===== src/rtl/fft16_frame_ctrl_if.sv =====
// Control/address bundle between the FFT frame sequencer, the sample stream
// endpoints and the FFT core. master = sequencer side, slave = environment.
interface fft16_frame_ctrl_if #(
   parameter int ADDR_W  = 4,
   parameter int STAGE_W = 1
);
   // input stream
   logic               in_valid;
   logic               in_ready;
   logic               in_last;
   // sample buffer write side
   logic               buf_we;
   logic [ADDR_W-1:0]  buf_waddr;
   // core stage control
   logic               core_start;
   logic [STAGE_W-1:0] core_stage;
   logic               core_done;
   // result read side / output stream
   logic [ADDR_W-1:0]  buf_raddr;
   logic               out_valid;
   logic               out_ready;
   logic               out_last;
   // status
   logic               busy;
   logic               frame_done;
   logic               err;

   modport master (
      input  in_valid, in_last, core_done, out_ready,
      output in_ready, buf_we, buf_waddr, core_start, core_stage,
             buf_raddr, out_valid, out_last, busy, frame_done, err
   );

   modport slave (
      output in_valid, in_last, core_done, out_ready,
      input  in_ready, buf_we, buf_waddr, core_start, core_stage,
             buf_raddr, out_valid, out_last, busy, frame_done, err
   );
endinterface


===== src/rtl/fft16_frame_ctrl.sv =====
// Frame sequencer for the 16-point radix-4 FFT: loads a frame, runs each
// butterfly stage under a watchdog, then unloads results in natural order.
module fft16_frame_ctrl #(
   parameter int N_PTS      = 16,
   parameter int ADDR_W     = 4,
   parameter int NUM_STAGES = 2,
   parameter int TIMEOUT    = 64,
   parameter int REORDER    = 1
) (
   input logic                 clk,
   input logic                 reset,
   fft16_frame_ctrl_if.master  bus
);

   localparam int STAGE_W = (NUM_STAGES > 1) ? $clog2(NUM_STAGES) : 1;
   localparam int WDOG_W  = $clog2(TIMEOUT) + 1;

   localparam logic [ADDR_W-1:0]  LAST_IDX   = ADDR_W'(N_PTS - 1);
   localparam logic [STAGE_W-1:0] LAST_STAGE = STAGE_W'(NUM_STAGES - 1);
   localparam logic [WDOG_W-1:0]  WDOG_LIMIT = WDOG_W'(TIMEOUT - 1);

   typedef enum logic [1:0] {
      LOAD,
      RUN,
      WAIT,
      UNLOAD
   } state_t;

   state_t              state, state_d;
   logic [ADDR_W-1:0]   wcnt, wcnt_d;
   logic [ADDR_W-1:0]   rcnt, rcnt_d;
   logic [STAGE_W-1:0]  stage, stage_d;
   logic [WDOG_W-1:0]   wdog, wdog_d;
   logic [WDOG_W-1:0]   wdog_inc;
   logic                err_q, err_d;
   logic                done_q, done_d;

   logic                in_ready_c;
   logic                buf_we_c;
   logic                core_start_c;
   logic                out_valid_c;
   logic                out_last_c;
   logic [ADDR_W-1:0]   raddr_c;

   // Base-4 digit reversal: the radix-4 core leaves results in digit-reversed slots.
   function automatic logic [ADDR_W-1:0] digit_rev(input logic [ADDR_W-1:0] a);
      logic [ADDR_W-1:0] r;
      r = '0;
      for (int d = 0; d < ADDR_W / 2; d++)
         r[2*d +: 2] = a[ADDR_W-2-2*d +: 2];
      return r;
   endfunction

   assign wdog_inc = wdog + 1'b1;
   assign raddr_c  = (REORDER != 0) ? digit_rev(rcnt) : rcnt;

   // NOTE: every signal written here gets a default first, so no path can infer a latch.
   always_comb begin
      state_d      = state;
      wcnt_d       = wcnt;
      rcnt_d       = rcnt;
      stage_d      = stage;
      wdog_d       = wdog;
      err_d        = err_q;
      done_d       = 1'b0;
      in_ready_c   = 1'b0;
      buf_we_c     = 1'b0;
      core_start_c = 1'b0;
      out_valid_c  = 1'b0;
      out_last_c   = 1'b0;

      unique case (state)
         LOAD: begin
            in_ready_c = 1'b1;
            if (bus.in_valid) begin
               buf_we_c = 1'b1;
               wcnt_d   = wcnt + 1'b1;
               if (bus.in_last != (wcnt == LAST_IDX))
                  err_d = 1'b1;
               if (wcnt == LAST_IDX) begin
                  stage_d = '0;
                  state_d = RUN;
               end
            end
         end

         RUN: begin
            core_start_c = 1'b1;
            wdog_d       = '0;
            state_d      = WAIT;
         end

         WAIT: begin
            if (bus.core_done) begin
               if (stage == LAST_STAGE) begin
                  rcnt_d  = '0;
                  state_d = UNLOAD;
               end else begin
                  stage_d = stage + 1'b1;
                  state_d = RUN;
               end
            end else if (wdog_inc == WDOG_LIMIT) begin
               // Abort as the watchdog would reach TIMEOUT-1; the frame is dropped.
               err_d   = 1'b1;
               wcnt_d  = '0;
               state_d = LOAD;
            end else begin
               wdog_d = wdog_inc;
            end
         end

         UNLOAD: begin
            out_valid_c = 1'b1;
            out_last_c  = (rcnt == LAST_IDX);
            if (bus.out_ready) begin
               rcnt_d = rcnt + 1'b1;
               if (rcnt == LAST_IDX) begin
                  done_d  = 1'b1;
                  state_d = LOAD;
               end
            end
         end

         default: state_d = LOAD;
      endcase
   end

   // NOTE: state registers use non-blocking assignments so all flops update together.
   always_ff @(posedge clk) begin
      if (!reset) begin
         state  <= LOAD;
         wcnt   <= '0;
         rcnt   <= '0;
         stage  <= '0;
         wdog   <= '0;
         err_q  <= 1'b0;
         done_q <= 1'b0;
      end else begin
         state  <= state_d;
         wcnt   <= wcnt_d;
         rcnt   <= rcnt_d;
         stage  <= stage_d;
         wdog   <= wdog_d;
         err_q  <= err_d;
         done_q <= done_d;
      end
   end

   // Outputs are forced low for as long as reset is held, not just after the edge.
   assign bus.in_ready   = reset & in_ready_c;
   assign bus.buf_we     = reset & buf_we_c;
   assign bus.buf_waddr  = (reset && state == LOAD) ? wcnt : '0;
   assign bus.core_start = reset & core_start_c;
   assign bus.core_stage = reset ? stage : '0;
   assign bus.buf_raddr  = (reset && out_valid_c) ? raddr_c : '0;
   assign bus.out_valid  = reset & out_valid_c;
   assign bus.out_last   = reset & out_last_c;
   assign bus.busy       = reset & ((state != LOAD) | (wcnt != '0));
   assign bus.frame_done = reset & done_q;
   assign bus.err        = reset & err_q;

endmodule


===== src/flat_wrapper.sv =====
// flat-port wrapper written by rule: the top's interface ports become plain ports
module fft16_frame_ctrl_flat 
#(
   parameter int N_PTS      = 16,
   parameter int ADDR_W     = 4,
   parameter int NUM_STAGES = 2,
   parameter int TIMEOUT    = 64,
   parameter int REORDER    = 1
)
  (clk, reset, bus_in_valid, bus_in_last, bus_core_done, bus_out_ready, bus_in_ready, bus_buf_we, bus_buf_waddr, bus_core_start, bus_core_stage, bus_buf_raddr, bus_out_valid, bus_out_last, bus_busy, bus_frame_done, bus_err);
  fft16_frame_ctrl_if #(.ADDR_W(ADDR_W)) bus_i ();
  input logic clk;
  input logic reset;
  input wire logic [$bits(bus_i.in_valid)-1:0] bus_in_valid;
  input wire logic [$bits(bus_i.in_last)-1:0] bus_in_last;
  input wire logic [$bits(bus_i.core_done)-1:0] bus_core_done;
  input wire logic [$bits(bus_i.out_ready)-1:0] bus_out_ready;
  output wire logic [$bits(bus_i.in_ready)-1:0] bus_in_ready;
  output wire logic [$bits(bus_i.buf_we)-1:0] bus_buf_we;
  output wire logic [$bits(bus_i.buf_waddr)-1:0] bus_buf_waddr;
  output wire logic [$bits(bus_i.core_start)-1:0] bus_core_start;
  output wire logic [$bits(bus_i.core_stage)-1:0] bus_core_stage;
  output wire logic [$bits(bus_i.buf_raddr)-1:0] bus_buf_raddr;
  output wire logic [$bits(bus_i.out_valid)-1:0] bus_out_valid;
  output wire logic [$bits(bus_i.out_last)-1:0] bus_out_last;
  output wire logic [$bits(bus_i.busy)-1:0] bus_busy;
  output wire logic [$bits(bus_i.frame_done)-1:0] bus_frame_done;
  output wire logic [$bits(bus_i.err)-1:0] bus_err;
  assign bus_i.in_valid = bus_in_valid;
  assign bus_i.in_last = bus_in_last;
  assign bus_i.core_done = bus_core_done;
  assign bus_i.out_ready = bus_out_ready;
  assign bus_in_ready = bus_i.in_ready;
  assign bus_buf_we = bus_i.buf_we;
  assign bus_buf_waddr = bus_i.buf_waddr;
  assign bus_core_start = bus_i.core_start;
  assign bus_core_stage = bus_i.core_stage;
  assign bus_buf_raddr = bus_i.buf_raddr;
  assign bus_out_valid = bus_i.out_valid;
  assign bus_out_last = bus_i.out_last;
  assign bus_busy = bus_i.busy;
  assign bus_frame_done = bus_i.frame_done;
  assign bus_err = bus_i.err;
  fft16_frame_ctrl #(.N_PTS(N_PTS), .ADDR_W(ADDR_W), .NUM_STAGES(NUM_STAGES), .TIMEOUT(TIMEOUT), .REORDER(REORDER)) u_core (.clk(clk), .reset(reset), .bus(bus_i));
endmodule

===== config.mk =====
export PLATFORM = sky130hd
export DESIGN_NAME = fft16_frame_ctrl_flat
export DESIGN_NICKNAME = d
export VERILOG_FILES = /design/src/rtl/fft16_frame_ctrl_if.sv /design/src/rtl/fft16_frame_ctrl.sv /design/src/flat_wrapper.sv
export SDC_FILE = /design/constraint.sdc
export NUM_CORES = 1
export LEC_CHECK = 0
export CAP_MARGIN = 20
export CORE_ASPECT_RATIO = 1.25
export CORE_MARGIN = 10
export CORE_UTILIZATION = 48
export DETAILED_ROUTE_END_ITERATION = 8
export PLACE_DENSITY = 0.73
export SYNTH_ARGS = -nofsm -noshare
export SYNTH_HDL_FRONTEND = slang
export SYNTH_SLANG_ARGS = --single-unit
export TNS_END_PERCENT = 5

===== constraint.sdc =====
create_clock -name clk -period 1.95 [get_ports clk]
set_input_delay 0.2925 -clock clk [delete_from_list [all_inputs] [get_ports clk]]
set_output_delay 0.2925 -clock clk [all_outputs]
set_load 0.05 [all_outputs]

==> key figures <==
Critical path
  – CP Capture Type: primary output
  – Crit. Startpoint: reset
  – Worst Path Required: 1.66 ns
  – Reg2reg start: u_core.wdog[0]
  – Crit Path Max Fanout: 3
  – Startpoint Class: primary input
  – Crit Path Class: in -> out
  – WP data arrival: roughly 1.6 ns

Route
  – Post-Route M1 WL: ~1500 um
  – DR iter-0 viols: 50
  – Total wire length: 3680 um
  – WL/cell: around 16 um
  – Met2 wire length: 1970 um
  – DR top layer: met4
  – Met3 WL post-DR: 204 um
  – Routed vias/inst: ~6
  – Via count: roughly 1400
  – Antenna-violating nets left: 0
  – Drt drc: 0
  – Router iterations before antenna repair: 5

Timing
  – F_max: ~0.53 GHz
  – Final Skew: 0.00177 ns
  – Worst slew pin tran: 0.477 ns
  – Fin worst setup slack: 0.0774 ns
  – Max Slew Vio Count: 0
  – Final setup violation count: 0
  – Fin crit share: 96.0%
  – Rel. slew slack: 68.0%
  – Final Hold Viols: 0
  – Min Tclk post-route: 1.87 ns

Pwr
  – IR drop worst, VDD: around 0.43 mV
  – Leak Pwr: ~0.75 nW
  – Power Dens Cells: 449 mW/mm2

Yosys
  – Main synth FF type: dfxtp_1
  – Post-synthesis mux area share: 2.09%
  – YS warnings: 0
  – Syn_area_per_cell: 8.42 um2
  – Seq cells post-synth: 20
  – Post-synthesis compound-gate area fraction: 26.1%
  – Mapped Cells: approximately 170
  – XOR/XNOR Fraction of Synth Area: about 1.2%
  – Post-Synth Adder-Cell Area: around 4.3%
  – EDFF count, synth: 0
  – Mapped Area: 0.00144 mm2
  – Netlist cell types: 55
  – Combinational family with the most area after synthesis: simple AND/OR/NAND/NOR gates
  – Synth Area in Simple Gates: 32.8%
  – Syn Nets: 182
  – Ys async rst share: 0%
  – Register area share after synthesis: between 20% and 30%

Clocking
  – CTS Hold Bufs: 0
  – CTS Buffer Depth: 2
  – CTS buffer count: 3
  – Max H-tree Level: 1
  – Clock sinks: 20
  – Clock transition at path regs: 0.12 ns
  – CTS tree: built
  – Clk Tree Root Cell: clkbuf_4
  – Post-CTS Setup Inserts: 0
  – Later-pin clock latency in the skew report: 0.31 ns

Layout
  – Commonest non-fill, non-tap cell in the layout: nand2_1
  – Area growth syn-to-layout: 39.4%
  – Layout net count: 212
  – Fillers: 242
  – Ant. Diodes: 0
  – Most frequent cells in the layout: nand2_1 (18), buf_12 (17), dfxtp_1 (17)
  – Final Instance Area: 0.00201 mm2
  – Share of cells above drive strength 1: 29.0%

Global routing
  – First-pass GRT wire length: approximately 6100 um
  – Global Route Usage Sum: ~14%
  – Largest net degree at the start of global routing: 22
  – Vias in the first global route: 1378
  – Antenna violations before repair: 0
  – Congestion Overflow GR: 0

Outcome
  – Status: finished, final reports clean

Placed design
  – Placed inst area: 0.00192 mm2
  – PortBufs: 22
  – Pre-CTS setup slack: approximately 0.034 ns
  – Post-DP HPWL: 2940 um
  – Placer Congestion: 0.872

Min path
  – Beginning of the worst hold path: u_core.stage
  – HP Class: reg -> reg

Job
  – Max Cap Viol: 0

Floorplan
  – Row count: 22
  – Ports: 23
  – Die X: between 60 and 70 um
  – Initial Utilization: 49.4%
  – DIE AREA: 0.00560 mm2
  – Die height: 81.2 um
  – Core area: 0.00292 mm2
==> metrics by stage <==
step	total power [W]	hold slack, ns	instances	setup TNS [ns]	utilization [%]
6_report	0.000902	0.496	236	0	68.8
3_5_place_dp	0.000563	0.482	232	0	65.7
5_1_grt	0.000937	0.522	236	-0.00110	68.8
3_3_place_gp	0.000560	0.466	232	0	65.7
2_1_floorplan	0.000493	0.414	171	0	-
4_1_cts	0.000906	0.499	236	0	67.5
==> critical path, stage by stage <==
cell	delay, ns
clkdlybuf4s50_1	0.47
nand3_2	0.13
clkinvlp_4	0.08
and2_2	0.21
and3_2	0.24
buf_12	0.15
==> sequential cells by signal, indices dropped and copies added (netlist names) <==
name and cells:
u_core.stage 1, u_core.err_q 1, u_core.done_q 1, u_core.wdog 7, u_core.rcnt 4, u_core.wcnt 4, u_core.state 2
==> cells in the mapped netlist, types with 2 or more instances <==
| master | n | area share, % |
|---|---|---|
| o21a_1 | 2 | 1.0 |
| and3_1 | 7 | 3.0 |
| and2_4 | 2 | 1.2 |
| o2111ai_1 | 2 | 1.2 |
| nor2_1 | 7 | 1.8 |
| xnor2_1 | 2 | 1.2 |
| nand2_1 | 18 | 4.7 |
| o31ai_1 | 2 | 1.0 |
| nor2b_1 | 3 | 1.3 |
| clkbuf_1 | 5 | 1.3 |
| inv_1 | 7 | 1.8 |
| o2bb2ai_1 | 2 | 1.2 |
| o22ai_1 | 2 | 0.87 |
| ha_1 | 5 | 4.3 |
| o41ai_1 | 3 | 1.8 |
| nand2b_1 | 5 | 2.2 |
| nor3_1 | 4 | 1.4 |
| and2_1 | 10 | 4.3 |
| a21oi_1 | 9 | 3.1 |
| nand3_1 | 12 | 4.2 |
| o21ai_0 | 3 | 1.0 |
| mux2i_1 | 3 | 2.1 |
| buf_6 | 3 | 2.3 |
| a31oi_1 | 2 | 0.87 |
| dfxtp_1 | 20 | 28 |
| o21ai_1 | 2 | 0.70 |
==> final timing paths <==
kind	slack, ns	cells after the start	endpoint
max	0.08	6	bus_out_last
min	0.50	2	u_core.stage
max reg2reg	0.13	7	u_core.wdog[6]
min reg2reg	0.50	2	u_core.stage
==> cells by family after synthesis <==
family	Yosys count
AND/OR/NAND/NOR	80
buffers and inverters	16
flip-flops	20
multiplexers	3
XOR/XNOR	2
adder cells (fa/ha/maj)	5
AO/OA/AOI/OAI	45
==> timing repair <==
item,4_1_cts,5_1_grt
pin swaps,0,2
gates resized for setup,1,7
setup endpoints to repair,1,16
==> layer usage <==
layer  track usage [%]  vias to the layer above
li1                  -                      688
met1              14.8                      672
met2              25.4                       29
met3              2.89                        4
met4              4.35                        0
met5                 0                        -
==> layout make-up <==
| type | instances | area, um2 | share of cell area [%] |
|---|---|---|---|
| multi-input cells | 135 | 996 | 49.6 |
| flip-flops and latches | 20 | 404 | 20.1 |
| repair buffers | 34 | 480 | 23.9 |
| well taps | 36 | 45.0 | 2.24 |
| inverters | 7 | 30.0 | 1.50 |
| clock buffers | 3 | 22.5 | 1.12 |
| clock inverters | 1 | 30.0 | 1.50 |
==> power by group <==
part / internal, W / leakage (nW) / switching, W
clock network: 0.000208 / 0.0279 / 0.000141
logic: 0.0000609 / 0.560 / 0.0000710
registers: 0.000415 / 0.163 / 0.00000651
Note: power is estimated with default switching activity, not from simulation.
